$ cat config.mk
export PLATFORM = sky130hd
export DESIGN_NAME = axis_frame_repacker
export DESIGN_NICKNAME = d
export VERILOG_FILES = /design/src/rtl/axis_repack_pkg.sv /design/src/rtl/repack_out_reg.sv /design/src/rtl/axis_frame_repacker.sv
export SDC_FILE = /design/constraint.sdc
export NUM_CORES = 1
export LEC_CHECK = 0
export CAP_MARGIN = 20
export CORE_ASPECT_RATIO = 1.25
export CORE_MARGIN = 4
export CORE_UTILIZATION = 49
export CTS_CLUSTER_DIAMETER = 100
export DETAILED_ROUTE_END_ITERATION = 10
export DONT_BUFFER_PORTS = 1
export GPL_ROUTABILITY_DRIVEN = 0
export GPL_TIMING_DRIVEN = 0
export HOLD_SLACK_MARGIN = 0.02
export PLACE_DENSITY = 0.67
export SLEW_MARGIN = 20
export SYNTH_ARGS = -nofsm -noshare
export SYNTH_HDL_FRONTEND = slang
export SYNTH_SLANG_ARGS = --single-unit
$ cat constraint.sdc
create_clock -name clk -period 22.6 [get_ports clk]
set_input_delay 2.26 -clock clk [delete_from_list [all_inputs] [get_ports clk]]
set_output_delay 2.26 -clock clk [all_outputs]
set_load 0.01 [all_outputs]
$ cat src/rtl/axis_repack_pkg.sv
// Shared types and helpers for the AXI-Stream bit repacker.
// REPACK_PAD_EN adds the PAD state used to zero-fill short frames.
package axis_repack_pkg;

`ifdef REPACK_PAD_EN
  typedef enum logic [1:0] {RUN, FLUSH, PAD} repack_state_t;
`else
  typedef enum logic [1:0] {RUN, FLUSH} repack_state_t;
`endif

  function automatic int repack_min(input int a, input int b);
    return (a < b) ? a : b;
  endfunction

  function automatic int keep_width(input int dw);
    return $clog2(dw + 1);
  endfunction

endpackage

$ cat src/rtl/repack_out_reg.sv
// Output holding register: loads a beat when empty or being drained,
// and keeps the beat stable while the consumer stalls.
module repack_out_reg #(
  parameter int DATA_W = 16,
  parameter int KEEP_W = 5
) (
  input  logic              clk,
  input  logic              reset,
  input  logic              ld_en,
  input  logic [DATA_W-1:0] ld_data,
  input  logic [KEEP_W-1:0] ld_keep,
  input  logic              ld_last,
  output logic              ld_rdy,
  input  logic              tready,
  output logic              tvalid,
  output logic [DATA_W-1:0] tdata,
  output logic [KEEP_W-1:0] tkeep,
  output logic              tlast
);

  logic              vld_q, vld_d;
  logic [DATA_W-1:0] data_q, data_d;
  logic [KEEP_W-1:0] keep_q, keep_d;
  logic              last_q, last_d;

  assign ld_rdy = !vld_q || tready;

  always_comb begin
    vld_d  = vld_q;
    data_d = data_q;
    keep_d = keep_q;
    last_d = last_q;
    if (ld_en) begin
      vld_d  = 1'b1;
      data_d = ld_data;
      keep_d = ld_keep;
      last_d = ld_last;
    end else if (tready) begin
      vld_d  = 1'b0;
    end
  end

  always_ff @(posedge clk) begin
    if (reset) begin
      vld_q  <= 1'b0;
      data_q <= '0;
      keep_q <= '0;
      last_q <= 1'b0;
    end else begin
      vld_q  <= vld_d;
      data_q <= data_d;
      keep_q <= keep_d;
      last_q <= last_d;
    end
  end

  assign tvalid = vld_q;
  assign tdata  = data_q;
  assign tkeep  = keep_q;
  assign tlast  = last_q;

endmodule

$ cat src/rtl/axis_frame_repacker.sv
// Packs variable-width input beats into full beats and frames of FRAME_LEN bits.
// Define REPACK_PAD_EN to zero-pad flushed frames to the full FRAME_LEN.
module axis_frame_repacker
  import axis_repack_pkg::*;
#(
  parameter int DATA_W    = 16,
  parameter int FRAME_LEN = 40,
  parameter int KEEP_W    = keep_width(DATA_W)
) (
  input  logic              clk,
  input  logic              reset,
  input  logic [DATA_W-1:0] input_tdata,
  input  logic [KEEP_W-1:0] input_tkeep,
  input  logic              input_tlast,
  input  logic              input_tvalid,
  output logic              input_tready,
  output logic [DATA_W-1:0] output_tdata,
  output logic [KEEP_W-1:0] output_tkeep,
  output logic              output_tlast,
  output logic              output_tvalid,
  input  logic              output_tready
);

  localparam int ACC_W  = 2 * DATA_W;
  localparam int FILL_W = $clog2(ACC_W + 1);
  localparam int FCNT_W = $clog2(FRAME_LEN + 1);

  repack_state_t     state_q, state_d;
  logic [ACC_W-1:0]  acc_q, acc_d;
  logic [FILL_W-1:0] fill_q, fill_d;
  logic [FCNT_W-1:0] fcnt_q, fcnt_d;

  int   fill_i, rem_i, n_i, keep_i, ecnt, drop, drop_e;
  logic emit, elast, go, ld_rdy, in_fire;
  logic [DATA_W-1:0] ones, in_bits, out_bits;

  assign ones   = '1;
  assign fill_i = int'(fill_q);
  assign rem_i  = FRAME_LEN - int'(fcnt_q);
  assign n_i    = repack_min(DATA_W, rem_i);
  assign keep_i = repack_min(int'(input_tkeep), DATA_W);

  // Room for a full beat is guaranteed whenever fill <= DATA_W.
  assign input_tready = !reset && (state_q == RUN) && (fill_i <= DATA_W);
  assign in_fire      = input_tvalid && input_tready;
  assign in_bits      = input_tdata & (ones >> (DATA_W - keep_i));
  assign out_bits     = acc_q[DATA_W-1:0] & (ones >> (DATA_W - ecnt));
  assign go           = emit && ld_rdy;

  always_comb begin
    emit    = 1'b0;
    elast   = 1'b0;
    ecnt    = 0;
    drop    = 0;
    state_d = state_q;
    case (state_q)
      RUN: begin
        if (fill_i >= n_i) begin
          emit  = 1'b1;
          ecnt  = n_i;
          drop  = n_i;
          elast = (n_i == rem_i);
        end
        if (in_fire && input_tlast) state_d = FLUSH;
      end
      FLUSH: begin
`ifdef REPACK_PAD_EN
        if (fill_i == 0 && fcnt_q == '0) begin
          state_d = RUN;
        end else begin
          emit  = 1'b1;
          ecnt  = n_i;
          drop  = repack_min(fill_i, n_i);
          elast = (n_i == rem_i);
          if (ld_rdy && fill_i <= n_i) state_d = elast ? RUN : PAD;
        end
`else
        if (fill_i > 0) begin
          emit  = 1'b1;
          ecnt  = repack_min(fill_i, n_i);
          drop  = ecnt;
          elast = (ecnt == rem_i) || (fill_i <= n_i);
        end else if (fcnt_q != '0) begin
          emit  = 1'b1;
          elast = 1'b1;
        end
        // A frame-closing beat with residue left keeps flushing into the next frame.
        if (fill_i == 0 && fcnt_q == '0) state_d = RUN;
        else if (ld_rdy && elast && fill_i == drop) state_d = RUN;
`endif
      end
`ifdef REPACK_PAD_EN
      PAD: begin
        emit  = 1'b1;
        ecnt  = n_i;
        elast = (n_i == rem_i);
        if (ld_rdy && elast) state_d = RUN;
      end
`endif
      default: state_d = RUN;
    endcase
  end

  always_comb begin
    drop_e = go ? drop : 0;
    acc_d  = acc_q >> drop_e;
    if (in_fire) acc_d = acc_d | (ACC_W'(in_bits) << (fill_i - drop_e));
    fill_d = FILL_W'(fill_i - drop_e + (in_fire ? keep_i : 0));
    fcnt_d = fcnt_q;
    if (go) fcnt_d = elast ? '0 : FCNT_W'(int'(fcnt_q) + ecnt);
  end

  always_ff @(posedge clk) begin
    if (reset) begin
      state_q <= RUN;
      acc_q   <= '0;
      fill_q  <= '0;
      fcnt_q  <= '0;
    end else begin
      state_q <= state_d;
      acc_q   <= acc_d;
      fill_q  <= fill_d;
      fcnt_q  <= fcnt_d;
    end
  end

  repack_out_reg #(.DATA_W(DATA_W), .KEEP_W(KEEP_W)) u_out (
    .clk     (clk),
    .reset   (reset),
    .ld_en   (go),
    .ld_data (out_bits),
    .ld_keep (KEEP_W'(ecnt)),
    .ld_last (elast),
    .ld_rdy  (ld_rdy),
    .tready  (output_tready),
    .tvalid  (output_tvalid),
    .tdata   (output_tdata),
    .tkeep   (output_tkeep),
    .tlast   (output_tlast)
  );

endmodule

# == Yosys cells after proc, flatten, opt, wreduce, memory -nomap -nowiden ==
# Cells that the tools add are included.
# word_totals
ff_bits,69
inputBits,26
word_cells,78
# classes
n_addsub,6
magnitude_cmp,7
eq_ne,6
shift,4
n_mux,26
bitwise,3
reduce_logical,18
# ops
cell,n
$mux W32,7
$pmux W32 S2,2
$eq A32 B7 Y1,2
$shr A16 B32 Y16 const A,2
$and A16 B16 Y16,2
$eq A7 B32 Y1,1
$ge A7 B32 Y1,1
$le A7 B32 Y1,1
$logic_not A32 Y1,1
$lt A7 B32 Y1,1
$or A32 B32 Y32,1
$shl A16 B32 Y32,1
$shr A32 B32 Y32,1
$sub A6 B32 Y32 const A,1
$sub A7 B32 Y32,1
$add A6 B6 Y6,2
$mux W5,2
$logic_and A1 B1 Y1,8
$mux W1,8
$lt A6 B7 Y1 const A,1
$sub A6 B6 Y7 const A,1
$gt A6 B1 Y1 const B,1
$le A6 B5 Y1 const B,1
$logic_not A6 Y1,1
15 further kinds,20

# == Depth between registers and ports, before layout ==
# logic_depth
word_depth,14
ltp_mapped,40

# == Modules after synthesis ==
# From an unflattened synthesis, not the netlist that was laid out.
# unflattened
hier_cells,1029
area_unflattened_um2,7780.0
# by_module_without_submodules
module,instances,cells_per_inst,area_per_inst_um2
axis_frame_repacker,1,954,6941.7
repack_out_reg,1,75,838.3

# == Least setup slack after synthesis ==
# OpenSTA, ideal clock, no wires.
# synth_path
path_kind,reg-to-reg
from,reg fcnt_q[0]
to,reg acc_q[22]
setup_time_ns,0.059
t_arrival_ns,7.670
t_required_ns,22.541
path_slack_ns,14.871
path_stages_with_launch,39
n_path_buf,3
synth_period_minus_slack_ns,7.729
cell_sequence,dfxtp_1 -> inv_1 -> ha_1 -> xnor2_1 -> nor4_1 -> and2_1 -> a21o_1 -> a22o_1 -> ha_1 -> clkbuf_1 -> inv_1 -> nor2_1 -> inv_1 -> ha_1 -> a2111o_1 -> o31ai_4 -> mux2i_1 -> a21oi_4 -> (+3 left out) -> ha_1 -> inv_1 -> fa_1 -> a21o_1 -> a21o_1 -> a21o_1 -> a21oi_1 -> a21o_1 -> ha_1 -> nand4bb_1 -> nor2_1 -> nand4b_1 -> a21o_1 -> a2111oi_0 -> mux2_2 -> nand2_1 -> o21ai_0 -> a221o_1
# synth_between
elab_chain_len,13
elab_cells_between_ends,22
# synth_lines
element,line,rtl
"start, declared",axis_frame_repacker.sv:31,"logic [FCNT_W-1:0] fcnt_q, fcnt_d;"
"start signal, assigned",axis_frame_repacker.sv:123,fcnt_q <= fcnt_d;
$sub A6 B6 Y7,axis_frame_repacker.sv:39,assign rem_i = FRAME_LEN - int'(fcnt_q);
$lt A6 B7 Y1,axis_repack_pkg.sv:12,return (a < b) ? a : b;
$mux W32,axis_repack_pkg.sv:12,
$lt A7 B32 Y1,axis_repack_pkg.sv:12,
$mux W32,axis_repack_pkg.sv:12,
$mux W32,axis_frame_repacker.sv:78,if (fill_i > 0) begin
$mux W32,axis_frame_repacker.sv:56,case (state_q)
$pmux W32 S2,axis_frame_repacker.sv:56,
$mux W32 (*),axis_frame_repacker.sv:105,drop_e = go ? drop : 0;
$sub A7 B32 Y32,n/a,
$shl A16 B32 Y32,axis_frame_repacker.sv:107,if (in_fire) acc_d = acc_d | (ACC_W'(in_bits) << (fill_i - drop_e));
$or A32 B32 Y32,axis_frame_repacker.sv:107,
$mux W32 (*),axis_frame_repacker.sv:107,
"end signal, assigned",axis_frame_repacker.sv:116,acc_q <= '0;
"end signal, assigned",axis_frame_repacker.sv:121,acc_q <= acc_d;
"end, declared",axis_frame_repacker.sv:29,"logic [ACC_W-1:0] acc_q, acc_d;"
# Mark *: on every way between the ends. The rest lies on a longest branch, timed or not. The select of a mux whose other input is x is not followed.
# A chain may end at the register's enable or synchronous reset.

# == Worst setup path after layout ==
# layout_path
from,reg fcnt_q[0]
to,reg acc_q[10]
# The elaborated chain is that of the path after synthesis.

==> reports/summary.json <==
{
  "critical_path": {
    "timing.critical_path.mode_cell": "sky130_fd_sc_hd__ha_1",
    "ff2ff_path_depth": 37,
    "critical_path.max_fanout": 11,
    "timing.critical_path.max_delay_family": "compound AO/OA/AOI/OAI gates",
    "cpPeakStageDelay_ns": 0.83,
    "arrival_ns": 9.80,
    "r2r_slack_ns": 13.03,
    "worst_setup_path_start_kind": "flip-flop",
    "worstSetupEndpointType": "flip-flop",
    "critical_path_class": "flip-flop to flip-flop",
    "cp_slowest_cell": "sky130_fd_sc_hd__a2111oi_1",
    "worst_r2r_startpoint": "fcnt_q[0]",
    "worstReg2RegEnd": "acc_q[10]",
    "crit_path_buffers_inverters": 7,
    "cp_data_required_time_ns": 22.83
  },
  "yosys": {
    "number_of_enable_flip_flop_cells_after_synthesis": 0,
    "synth_top_area_cell": "sky130_fd_sc_hd__dfxtp_1",
    "synth_warnings": 0,
    "cells_after_synth": 1025,
    "synth.net_count": 1096,
    "synth_area_per_cell_sq_um": 7.21,
    "yosys.area.top_type_share_pct": 18.4,
    "async_flop_share_pct": 0,
    "register_bit_total_from_synthesis": 68,
    "top_cells_by_area_in_the_synthesized_netlist": "sky130_fd_sc_hd__dfxtp_1, sky130_fd_sc_hd__ha_1, sky130_fd_sc_hd__nand2_1",
    "synth_sequential_area_ratio_pct": 18.4,
    "syn_area_sq_um": 7390,
    "synth.cells.most_frequent": "sky130_fd_sc_hd__nand2_1, sky130_fd_sc_hd__nor2_1, sky130_fd_sc_hd__o21ai_0",
    "netlist-cell-type-count": 83,
    "most_frequent_cell_after_synthesis": "sky130_fd_sc_hd__nand2_1",
    "postSynth.topFlopCell": "sky130_fd_sc_hd__dfxtp_1"
  },
  "route": {
    "vias": 8521,
    "drt-initial-drc-count": 962,
    "detail_route.wl_per_cell_um": 22.3,
    "detail-route-antenna-nets": 0,
    "drt_drc_violations_left": 0,
    "first_pass_drt_iterations": 7,
    "postRouteWirelength_mm": 27.2,
    "average_vias_per_placed_instance": 7.00
  },
  "global_route": {
    "grt_util_all_layers_pct": 30.6,
    "grt_start_max_net_pins": 18,
    "grt_pass1_wl_mm": 42.7,
    "grt_pass1_vias": 7926,
    "globalRouteOverflowTotal": 0,
    "grt_antenna_before_repair": 1
  },
  "clocking": {
    "clock_tree.buffer_depth": 2,
    "numCtsBuffers": 9,
    "post_cts_resize_count": 0,
    "clock_tree.root_cell": "sky130_fd_sc_hd__clkbuf_16",
    "postCtsHoldBufs": 0,
    "clock_latency_ns": 0.35,
    "clock_sink_count": 68,
    "post_cts_buffers": 0,
    "clk_pin_slew_worst_paths_ns": 0.06,
    "tritoncts_clock_tree": "yes",
    "cts_max_level": 3
  },
  "timing": {
    "fin_crit_ns": 9.57,
    "fin_crit_sh_pct": 42.4,
    "setup_total_negative_slack_ns": 0,
    "fin_ws_ns": 13.03,
    "worst_slew_pin_slew_ns": 0.955,
    "finalClockSkew_ns": 0.0116,
    "hold_viol": 0,
    "max_freq_mhz": 104,
    "slew-limit-headroom_pct": 36.2,
    "rsz0062_at_grt": "no",
    "maxSlewViolCount": 0,
    "setup_viol": 0
  },
  "min_path": {
    "timing.hold.worst_endpoint": "u_out.tdata[0]",
    "hp-start": "acc_q[0]",
    "whs_path_depth": 1,
    "worstHoldPathType": "flip-flop to flip-flop"
  },
  "final_layout": {
    "layout-drive-gt1-share_pct": 5.67,
    "antennaDiodeCount": 0,
    "nets_final": 1107,
    "multi_input_comb_area_sq_um": 5650,
    "layout.cells.non_filler": 1218,
    "seq_area_sq_um": 1360,
    "filler_cell_count": 1495,
    "areaGrowthSynthToFinish_pct": 6.99
  },
  "floorplan": {
    "fp.dieArea_sq_um": 17100,
    "die_height_um": 145,
    "core_footprint_sq_um": 14600,
    "num_ports": 50,
    "die_width_um": 118,
    "placement_rows": 49,
    "initial_utilization_pct": 50.7
  },
  "outcome": {
    "status": "finished, final reports clean"
  },
  "placement": {
    "place_inst": 1203,
    "dp_worst_setup_slack_ns": 13.09,
    "dpl.hpwl_mm": 20.9,
    "port_buffers": 0
  },
  "pwr": {
    "total_leakage_power_uw": 0.00320,
    "power_uw": 974,
    "peakVddDrop_v": 0.0000490,
    "power.density_nw_per_um2": 123
  },
  "run": {
    "drv.max_cap_violation_count": 0
  }
}
==> cells in the final DEF (no fill, tap or decap), drive strengths merged, types with 12 or more instances in the layout <==
cell type,count
nor3,30
mux2,14
nor2,100
a21o,17
a22oi,20
o21ai,78
nand2,127
o22ai,18
ha,42
clkbuf,49
inv,36
mux2i,40
a211oi,12
nand3,41
a21oi,59
dfxtp,68
buf,19
o221ai,15
xnor2,16
a31oi,12
o211ai,19
==> cells by family after synthesis <==
group	share of synthesized area [%]
and+or+nand+nor	24.1
AOI/OAI and AO/OA	33.8
buffers and inverters	5.28
DFF	18.4
muxes	7.90
adders and majority gates	7.92
xor gates and xnor gates	2.61
==> sequential cells by signal, summed over array words and instances (netlist names) <==
signal        cells
u_out.tvalid      1
u_out.tlast       1
u_out.tkeep       5
u_out.tdata      16
state_q           1
fcnt_q            6
acc_q            32
fill_q            6
==> power breakdown <==
part | total [uW] | leakage (uW) | switching [uW] | internal, uW
sequential | 156 | 0.000550 | 20.9 | 135
combinational | 677 | 0.00252 | 449 | 228
clock | 142 | 0.000134 | 56.9 | 84.7
==> final cells by class <==
type | count | area share (%)
multi-input cells | 859 | 71.4
flip-flops and latches | 68 | 17.2
plain buffers | 59 | 3.08
clock buffers | 9 | 2.85
well taps | 178 | 2.82
inverters | 39 | 1.85
clock inverters | 6 | 0.838
==> worst max-delay path by stage <==
stage	cells past startpoint	slack, ns	from	end
after floorplan	38	14.87	fcnt_q[0]	acc_q[22]
after global placement	37	13.18	fcnt_q[0]	acc_q[10]
after detailed placement	37	13.09	fcnt_q[0]	acc_q[10]
after CTS	37	13.05	fcnt_q[0]	acc_q[10]
after global routing	37	12.52	fcnt_q[0]	acc_q[10]
final	37	13.03	fcnt_q[0]	acc_q[10]
==> through the flow <==
step,cell area [sq um],hold slack [ns],util [%]
floorplan,7390,0.440,-
global route,7910,0.476,54.2
detailed placement,7620,0.451,52.2
global placement,7620,0.449,52.2
finish,7910,0.462,54.2
CTS,7910,0.464,54.2
==> worst reg2reg max path, delay by kind of cell, from the launching register on <==
family,cells,cell delay (ns)
xor gates and xnor gates,1,0.29
buffers and inverters,7,1.80
AOI/OAI and AO/OA,15,4.28
adders and majority gates,5,1.35
and+or+nand+nor,9,1.30
DFF,1,0.47
==> per-layer routing <==
metal	global-route usage [%]	up-vias	wire length (um)
met2	49.7	550	12200
met3	5.95	168	2650
li1	-	3897	-
met4	21.4	2	2060
met5	0	-	15
met1	36.2	3904	10200
Note: power is estimated with default switching activity, not from simulation.
